<file path="src/rtl/count_pkg.sv">
// Shared constants for the programmable counter family.
// Holds end-of-count mode encodings and default parameter values.
package count_pkg;

    localparam logic [1:0] CNT_WRAP    = 2'b00;
    localparam logic [1:0] CNT_SAT     = 2'b01;
    localparam logic [1:0] CNT_ONESHOT = 2'b10;

    localparam int DEF_WIDTH    = 16;
    localparam int DEF_PRESCALE = 1;
    localparam int DEF_PS_W     = 8;

endpackage

</file>
<file path="src/rtl/count_prescale.sv">
// Clock-enable prescaler: emits tick once every PRESCALE enabled cycles.
// Ports: clk, resetb (async low), en (advance), clr (sync clear) -> tick.
module count_prescale #(
    parameter int PRESCALE = 1,
    parameter int PS_W     = 8
) (
    input  logic clk,
    input  logic resetb,
    input  logic en,
    input  logic clr,
    output logic tick
);

    localparam logic [PS_W-1:0] PS_LAST = PS_W'(PRESCALE - 1);

    logic [PS_W-1:0] ps_q;
    logic [PS_W-1:0] ps_d;

    // With PRESCALE=1 the counter never leaves 0, so tick is constant 1.
    assign tick = (ps_q == PS_LAST);

    always_comb begin
        ps_d = ps_q;
        if (clr) begin
            ps_d = '0;
        end else if (en) begin
            ps_d = tick ? '0 : ps_q + PS_W'(1);
        end
    end

    always_ff @(posedge clk or negedge resetb) begin
        if (!resetb) begin
            ps_q <= '0;
        end else begin
            ps_q <= ps_d;
        end
    end

endmodule

</file>
<file path="src/rtl/count_prog.sv">
// Programmable up/down counter with limit, WRAP/SAT/ONESHOT modes, prescaler.
// Ports: c_in/load, en, up, mode, limit in; c_out, tc pulse, sticky done out.
module count_prog
    import count_pkg::*;
#(
    parameter int WIDTH    = DEF_WIDTH,
    parameter int PRESCALE = DEF_PRESCALE,
    parameter int PS_W     = DEF_PS_W
) (
    input  logic             clk,
    input  logic             resetb,
    input  logic [WIDTH-1:0] c_in,
    input  logic             load,
    input  logic             en,
    input  logic             up,
    input  logic [1:0]       mode,
    input  logic [WIDTH-1:0] limit,
    output logic [WIDTH-1:0] c_out,
    output logic             tc,
    output logic             done
);

    logic [WIDTH-1:0] c_q;
    logic [WIDTH-1:0] c_d;
    logic             tc_q;
    logic             tc_d;
    logic             done_q;
    logic             done_d;

    logic             tick;
    logic             term_hit;
    logic [WIDTH-1:0] term_val;
    logic             sat_hold;

    count_prescale #(
        .PRESCALE (PRESCALE),
        .PS_W     (PS_W)
    ) u_ps (
        .clk    (clk),
        .resetb (resetb),
        .en     (en),
        .clr    (load),
        .tick   (tick)
    );

    // Counting up, anything at or beyond limit is treated as terminal.
    assign term_hit = up ? (c_q >= limit) : (c_q == '0);
    assign term_val = up ? limit : '0;

    always_comb begin
        c_d      = c_q;
        tc_d     = 1'b0;
        done_d   = done_q;
        sat_hold = 1'b0;
        if (load) begin
            c_d    = c_in;
            done_d = 1'b0;
        end else if (en && tick && !done_q) begin
            if (!term_hit) begin
                c_d = up ? c_q + WIDTH'(1) : c_q - WIDTH'(1);
            end else begin
                case (mode)
                    CNT_SAT, CNT_ONESHOT: sat_hold = 1'b1;
                    default:              c_d = up ? '0 : limit;
                endcase
            end
            // A hold at terminal is not a new arrival, so no pulse.
            tc_d = !sat_hold && (c_d == term_val);
            if (tc_d && mode == CNT_ONESHOT) begin
                done_d = 1'b1;
            end
        end
    end

    always_ff @(posedge clk or negedge resetb) begin
        if (!resetb) begin
            c_q    <= '0;
            tc_q   <= 1'b0;
            done_q <= 1'b0;
        end else begin
            c_q    <= c_d;
            tc_q   <= tc_d;
            done_q <= done_d;
        end
    end

    assign c_out = c_q;
    assign tc    = tc_q;
    assign done  = done_q;

endmodule

</file>
<file path="config.mk">
export PLATFORM = sky130hd
export DESIGN_NAME = count_prog
export DESIGN_NICKNAME = d
export VERILOG_FILES = /design/src/rtl/count_pkg.sv /design/src/rtl/count_prescale.sv /design/src/rtl/count_prog.sv
export SDC_FILE = /design/constraint.sdc
export NUM_CORES = 1
export LEC_CHECK = 0
export BUFFER_PORTS_ARGS = -buffer_cell sky130_fd_sc_hd__buf_2
export CORE_ASPECT_RATIO = 2
export CORE_MARGIN = 3
export CORE_UTILIZATION = 35
export DETAILED_ROUTE_END_ITERATION = 8
export HOLD_SLACK_MARGIN = 0.06
export PLACE_DENSITY = 0.54
export SLEW_MARGIN = 10
export SYNTH_ARGS = -nofsm -noshare
export SYNTH_HDL_FRONTEND = slang
export SYNTH_SLANG_ARGS = --single-unit
</file>
<file path="constraint.sdc">
create_clock -name clk -period 3 [get_ports clk]
set_input_delay 0.75 -clock clk [delete_from_list [all_inputs] [get_ports clk]]
set_output_delay 0.75 -clock clk [all_outputs]
set_load 0.005 [all_outputs]
</file>
======== Word-level counts from Yosys, hierarchy flattened ========
Index checks and enable logic that the tools add are counted.
word-level totals
  logic and storage cells ................. 46
  bits of input ports ..................... 39
  flip-flop bits (word level) ............. 26
  output and inout port bits .............. 18
cells by class
  equal/unequal tests ..................... 3
  reduce and logical (&&, ||, !) cells .... 13
  order comparisons ....................... 1
  mux-type cells .......................... 22
  add/sub/neg operators ................... 3
operators by type and width
  operator                 count
  $mux W16                 9
  $mux W8                  3
  $add A16 B1 Y16 const B  1
  $eq A16 B16 Y1           1
  $ge A16 B16 Y1           1
  $logic_not A16 Y1        1
  $sub A16 B1 Y16 const B  1
  $mux W1                  10
  $add A8 B1 Y8 const B    1
  $logic_not A8 Y1         1
  $reduce_bool A2 Y1       3
  $logic_and A1 B1 Y1      4
  $eq A2 B1 Y1 const B     1
  $eq A2 B2 Y1 const B     1
  $logic_not A1 Y1         2
  $reduce_and A2 Y1        1
  $reduce_or A2 Y1         1

======== Logic depth before layout (Yosys ltp) ========
  depth after elaboration ................. 12
  mapped depth ............................ 15
  depth with buffers taken out ............ 12

======== Modules after synthesis ========
From an unflattened synthesis, not the netlist that was laid out.
second synthesis, totals
  cells, all modules ...................... 417
  area, all modules ....................... 3171.8 um^2
by module, submodules not included
  module          seq. area each (um^2)  area each (um^2)  times used  cells an instance
  count_prog      450.4                  2715.1            1           370
  count_prescale  200.2                  456.7             1           47

======== Worst setup path before layout ========
OpenSTA, ideal clock, no wires.
  kind .................................... input to register
  start ................................... input up
  end ..................................... register done_q (netlist: done)
  stages .................................. 14
  library setup time ...................... 95 ps
  buffers on the path ..................... 2
  arrival time ............................ 4024 ps
  data required time ...................... 2905 ps
  path slack .............................. -1119 ps
  path through ............................ buf_2 inv_2 clkbuf_1 ha_1 a211oi_2 o31ai_4 a21oi_2 xor2_1 o22a_1 nor2_1 a2111oi_0 nor4b_2 nand4bb_1 o32ai_2
on the way
  word-level cells in the longest chain between the ends .. 10
  elaborated cells on any way between the ends .. 17
  classes of those cells .................. 1 x eq/ne; 11 x mux; 5 x reduce/logical
ends and longest elaborated chain
  what                                     RTL line          text
  start: declaration                       count_prog.sv:15  input logic up,
  $mux W16                                 count_prog.sv:64  default: c_d = up ? '0 : limit;
  $mux W16                                 count_prog.sv:62  case (mode)
  $mux W16                                 count_prog.sv:59  if (!term_hit) begin
  $mux W16                                 count_prog.sv:58  end else if (en && tick && !done_q) begin
  $mux W16                                 count_prog.sv:55  if (load) begin
  $eq A16 B16 Y1                           count_prog.sv:68  tc_d = !sat_hold && (c_d == term_val);
  $logic_and A1 B1 Y1 (*)                  count_prog.sv:68
  $logic_and A1 B1 Y1 (*)                  count_prog.sv:69  if (tc_d && mode == CNT_ONESHOT) begin
  $reduce_bool A2 Y1 (no source line) (*)  --
  $reduce_and A2 Y1 (no source line) (*)   --
  end signal: assignment                   count_prog.sv:83  done_q <= done_d;
  end: declaration                         count_prog.sv:27  logic done_q;
Every way passes the cells marked *; elsewhere a longest branch is shown, timed or not. The select of a mux whose other input is x is not followed.
A chain may end at the register's enable or synchronous reset.

======== Final worst setup path ========
Same ends and word-level chain as after synthesis.

==> impl_metrics.py <==
metrics = {
    "timing": {
        "finalCritPeriodShare_pct": 111,
        "rsz0062_at_grt": "true",
        "worst_slew_pin_slew_ps": 596,
        "slew_viol_final": 0,
        "max_freq_mhz": 301,
        "setup_viol": 5,
        "hold_viol": 0,
        "fin_skew_ps": 2.47,
        "period_needed_ps": 3320,
        "relSlewSlack_pct": 60.3,
        "timing.final.ws_setup_ps": -321,
    },
    "route": {
        "drc": 0,
        "vias": 4405,
        "finalWirelength_um": 14300,
        "drtAntennaViolNets": 0,
        "firstDrtPassIters": 4,
        "drtIter0Drc": 289,
        "vias_per_cell": 5.60,
        "wl_per_cell_um": 18.2,
    },
    "final_layout": {
        "area_delta_synth_final_pct": 61.8,
        "multi_input_area_sq_um": 3250,
        "fin_util_pct": 58.6,
        "fillers": 962,
        "insertedDiodeCount": 0,
        "final-seq-area_sq_um": 651,
        "layout-drive-gt1-share_pct": 44.5,
        "layout.nets": 728,
        "fin_area_sq_um": 5760,
    },
    "cts": {
        "htreeDepth": 1,
        "path_clk_slew_ps": 60,
        "clockRootBuffer": "clkbuf_16",
        "cts_tree": "yes",
        "worstSkewPairLatency_ps": 260,
        "cts.sinks": 26,
        "numCtsBuffers": 3,
        "hold_buffers": 0,
        "cts_buffer_depth": 2,
    },
    "floorplanning": {
        "core.rowCount": 51,
        "io_pins": 57,
        "initial_core_util_pct": 36.2,
        "die_x_um": 77.3,
        "core_sq_um": 9830,
        "dieHeight_um": 149,
        "fp.dieArea_sq_um": 11500,
    },
    "placed_design": {
        "place_area_sq_um": 4970,
        "place_congestion": 0.987,
        "dp_slack_ps": -824,
        "io_buffers": 56,
        "dp_hpwl_um": 11300,
    },
    "grt": {
        "grt_use_total_pct": 24.6,
        "grt.met3_usage_pct": 2.00,
        "grt_overflow": 0,
        "grt_max_degree": 35,
        "busiest_layer": "met2",
        "antenna_found_initial": 0,
        "grt_pass1_vias": 4600,
        "met1_usage_pct": 24.7,
        "gr-usage-met2_pct": 47.4,
        "grt_pass1_wl_um": 22500,
    },
    "yosys": {
        "avgSynthCellArea_sq_um": 7.59,
        "synthTopCellsByArea": "dfrtp_1 18%, ha_1 12%, a21oi_1 6.2%",
        "synth_area_sq_um": 3560,
        "synthArstFlopShare_pct": 100,
        "ys.flop_type": "dfrtp_1",
        "synth_cells": 469,
        "ys_types": 69,
        "synth_nets": 542,
        "synth_top_area_share_pct": 18.3,
        "synth-seq-cells": 26,
        "synth_edf_count": 0,
        "ys_warn_count": 0,
        "synth_seq_area_share_pct": 18.3,
        "yosys.area.top_type": "dfrtp_1",
    },
    "run": {
        "cap_violations": 0,
    },
    "critical_path": {
        "cpMaxStageDelayCell": "fa_2",
        "rrSetupSlack_ps": -190,
        "critPathCaptureType": "register",
        "cp_data_required_time_ps": 3160,
        "critPathLaunchType": "input pin",
        "cp_max_fo": 8,
        "crit_chain": "buf_12 -> inv_16 -> fa_2 -> a211oi_4 -> buf_4 -> o31ai_4 -> buf_4 -> xnor2_2 -> nor3_2 -> a211oi_2 -> a2111oi_2 -> nor4b_4 -> nand4bb_4 -> o32ai_2",
        "crit_top_cell": "buf_4",
        "crit_arrival_ps": 3490,
        "slowest_delay_ps": 410,
        "worstSetupPathType": "input pin to register",
    },
    "hold_path": {
        "hold_class": "input pin to asynchronous set/reset pin",
    },
    "power_and_ir_drop": {
        "p_leak_nw": 2.61,
        "cellPowerDensity_nw_per_um2": 456,
        "ir_drop_uv": 515,
    },
    "outcome": {
        "violations": "negative setup slack",
        "status": "complete, but fails checks",
    },
}
## path summary, 6_finish.rpt
check / from / to / cells after the start
max: up / done$_DFFE_PN0P_ / 14
min: resetb / c_out[14]$_DFFE_PN0P_ / 1
max reg2reg: c_out[0]$_DFFE_PN0P_ / done$_DFFE_PN0P_ / 13
min reg2reg: u_ps.ps_q[7]$_DFFE_PN0P_ / u_ps.ps_q[7]$_DFFE_PN0P_ / 2
max in group asynchronous: resetb / u_ps.ps_q[7]$_DFFE_PN0P_ / 1
min in group clk: u_ps.ps_q[7]$_DFFE_PN0P_ / u_ps.ps_q[7]$_DFFE_PN0P_ / 2
## placed cells by master, fill, tap and decap left out, drive strengths merged, types with 7 or more instances in the layout
| cell type | instances |
|---|---|
| a21o | 7 |
| xnor2 | 14 |
| buf | 201 |
| ha | 33 |
| a21oi | 45 |
| nand2 | 47 |
| dfrtp | 26 |
| inv | 30 |
| nor2 | 42 |
| nor3 | 13 |
| xor2 | 10 |
| mux2i | 13 |
| o21ai | 43 |
| a211oi | 20 |
| nand3 | 14 |
## sequential cells by signal, indices dropped and copies added (netlist names)
register	flops
c_out	16
u_ps.ps_q	8
done	1
tc	1
## cell type report
cell class	instances	share of cell area, %
Clock buffer	4	1.54
Inverter	30	2.32
Multi-Input combinational cell	392	56.4
Sequential cell	26	11.3
Tap cell	132	2.87
Timing Repair Buffer	202	25.6
## metrics by stage
| stage | TNS [ps] | std cells | power (mW) | hold slack, ps |
|---|---|---|---|---|
| detailed placement | -5910 | 770 | 1.96 | 542 |
| global placement | -5390 | 770 | 1.94 | 545 |
| floorplan | -865 | 469 | 1.25 | 454 |
| finish | -771 | 786 | 2.63 | 487 |
| CTS | -1040 | 782 | 2.41 | 510 |
| global route | -2040 | 786 | 2.82 | 515 |
## cell usage after synthesis, types with 5 or more instances
master and number:
mux2i_1 13, o21a_1 5, a21o_1 7, nand2_1 46
xnor2_1 14, nand3_1 14, a21oi_1 44, inv_1 29
nor2_1 42, ha_1 33, o21ai_0 36, buf_2 5
nor2b_1 5, o21ai_1 5, nor3_1 13, clkbuf_1 13
dfrtp_1 26, a211oi_1 19, a221oi_1 6, xor2_1 10
a22oi_1 6
## kinds of logic (layout without fill, tap and decap cells)
logic type               Yosys count  after routing  share of synthesized area [%]
AO/OA/AOI/OAI                    171            171                           33.1
XOR/XNOR                          24             24                           5.91
adder cells (fa/ha/maj)           34             34                           12.2
buffers and inverters             51            236                           5.87
flip-flops                        26             26                           18.3
multiplexers                      14             14                           3.97
AND/OR/NAND/NOR                  149            149                           20.7
## critical path, delay by kind of cell
family | cells | cell delay [ps]
AO/OA/AOI/OAI | 5 | 1060
XOR/XNOR | 1 | 130
adder cells (fa/ha/maj) | 1 | 410
buffers and inverters | 4 | 470
AND/OR/NAND/NOR | 3 | 660
## power by group
group          internal [mW]  switching, mW  leakage [nW]
combinational          0.954          0.926          2.23
clock                  0.204          0.118        0.0442
sequential             0.383         0.0419         0.334
total                   1.54           1.09          2.61
## per-layer routing
metal / vias to the layer above / wire length, um
met5: - / 0
met4: 0 / 971
met3: 64 / 553
met2: 147 / 7770
met1: 2077 / 4970
li1: 2117 / -
## timing repair
action,in CTS,in global routing
pin swaps,16,47
endpoints found under the setup margin,11,16
buffers inserted,7,8
gates cloned,1,0
resized for setup,34,77
(Power assumes the default switching activity.)
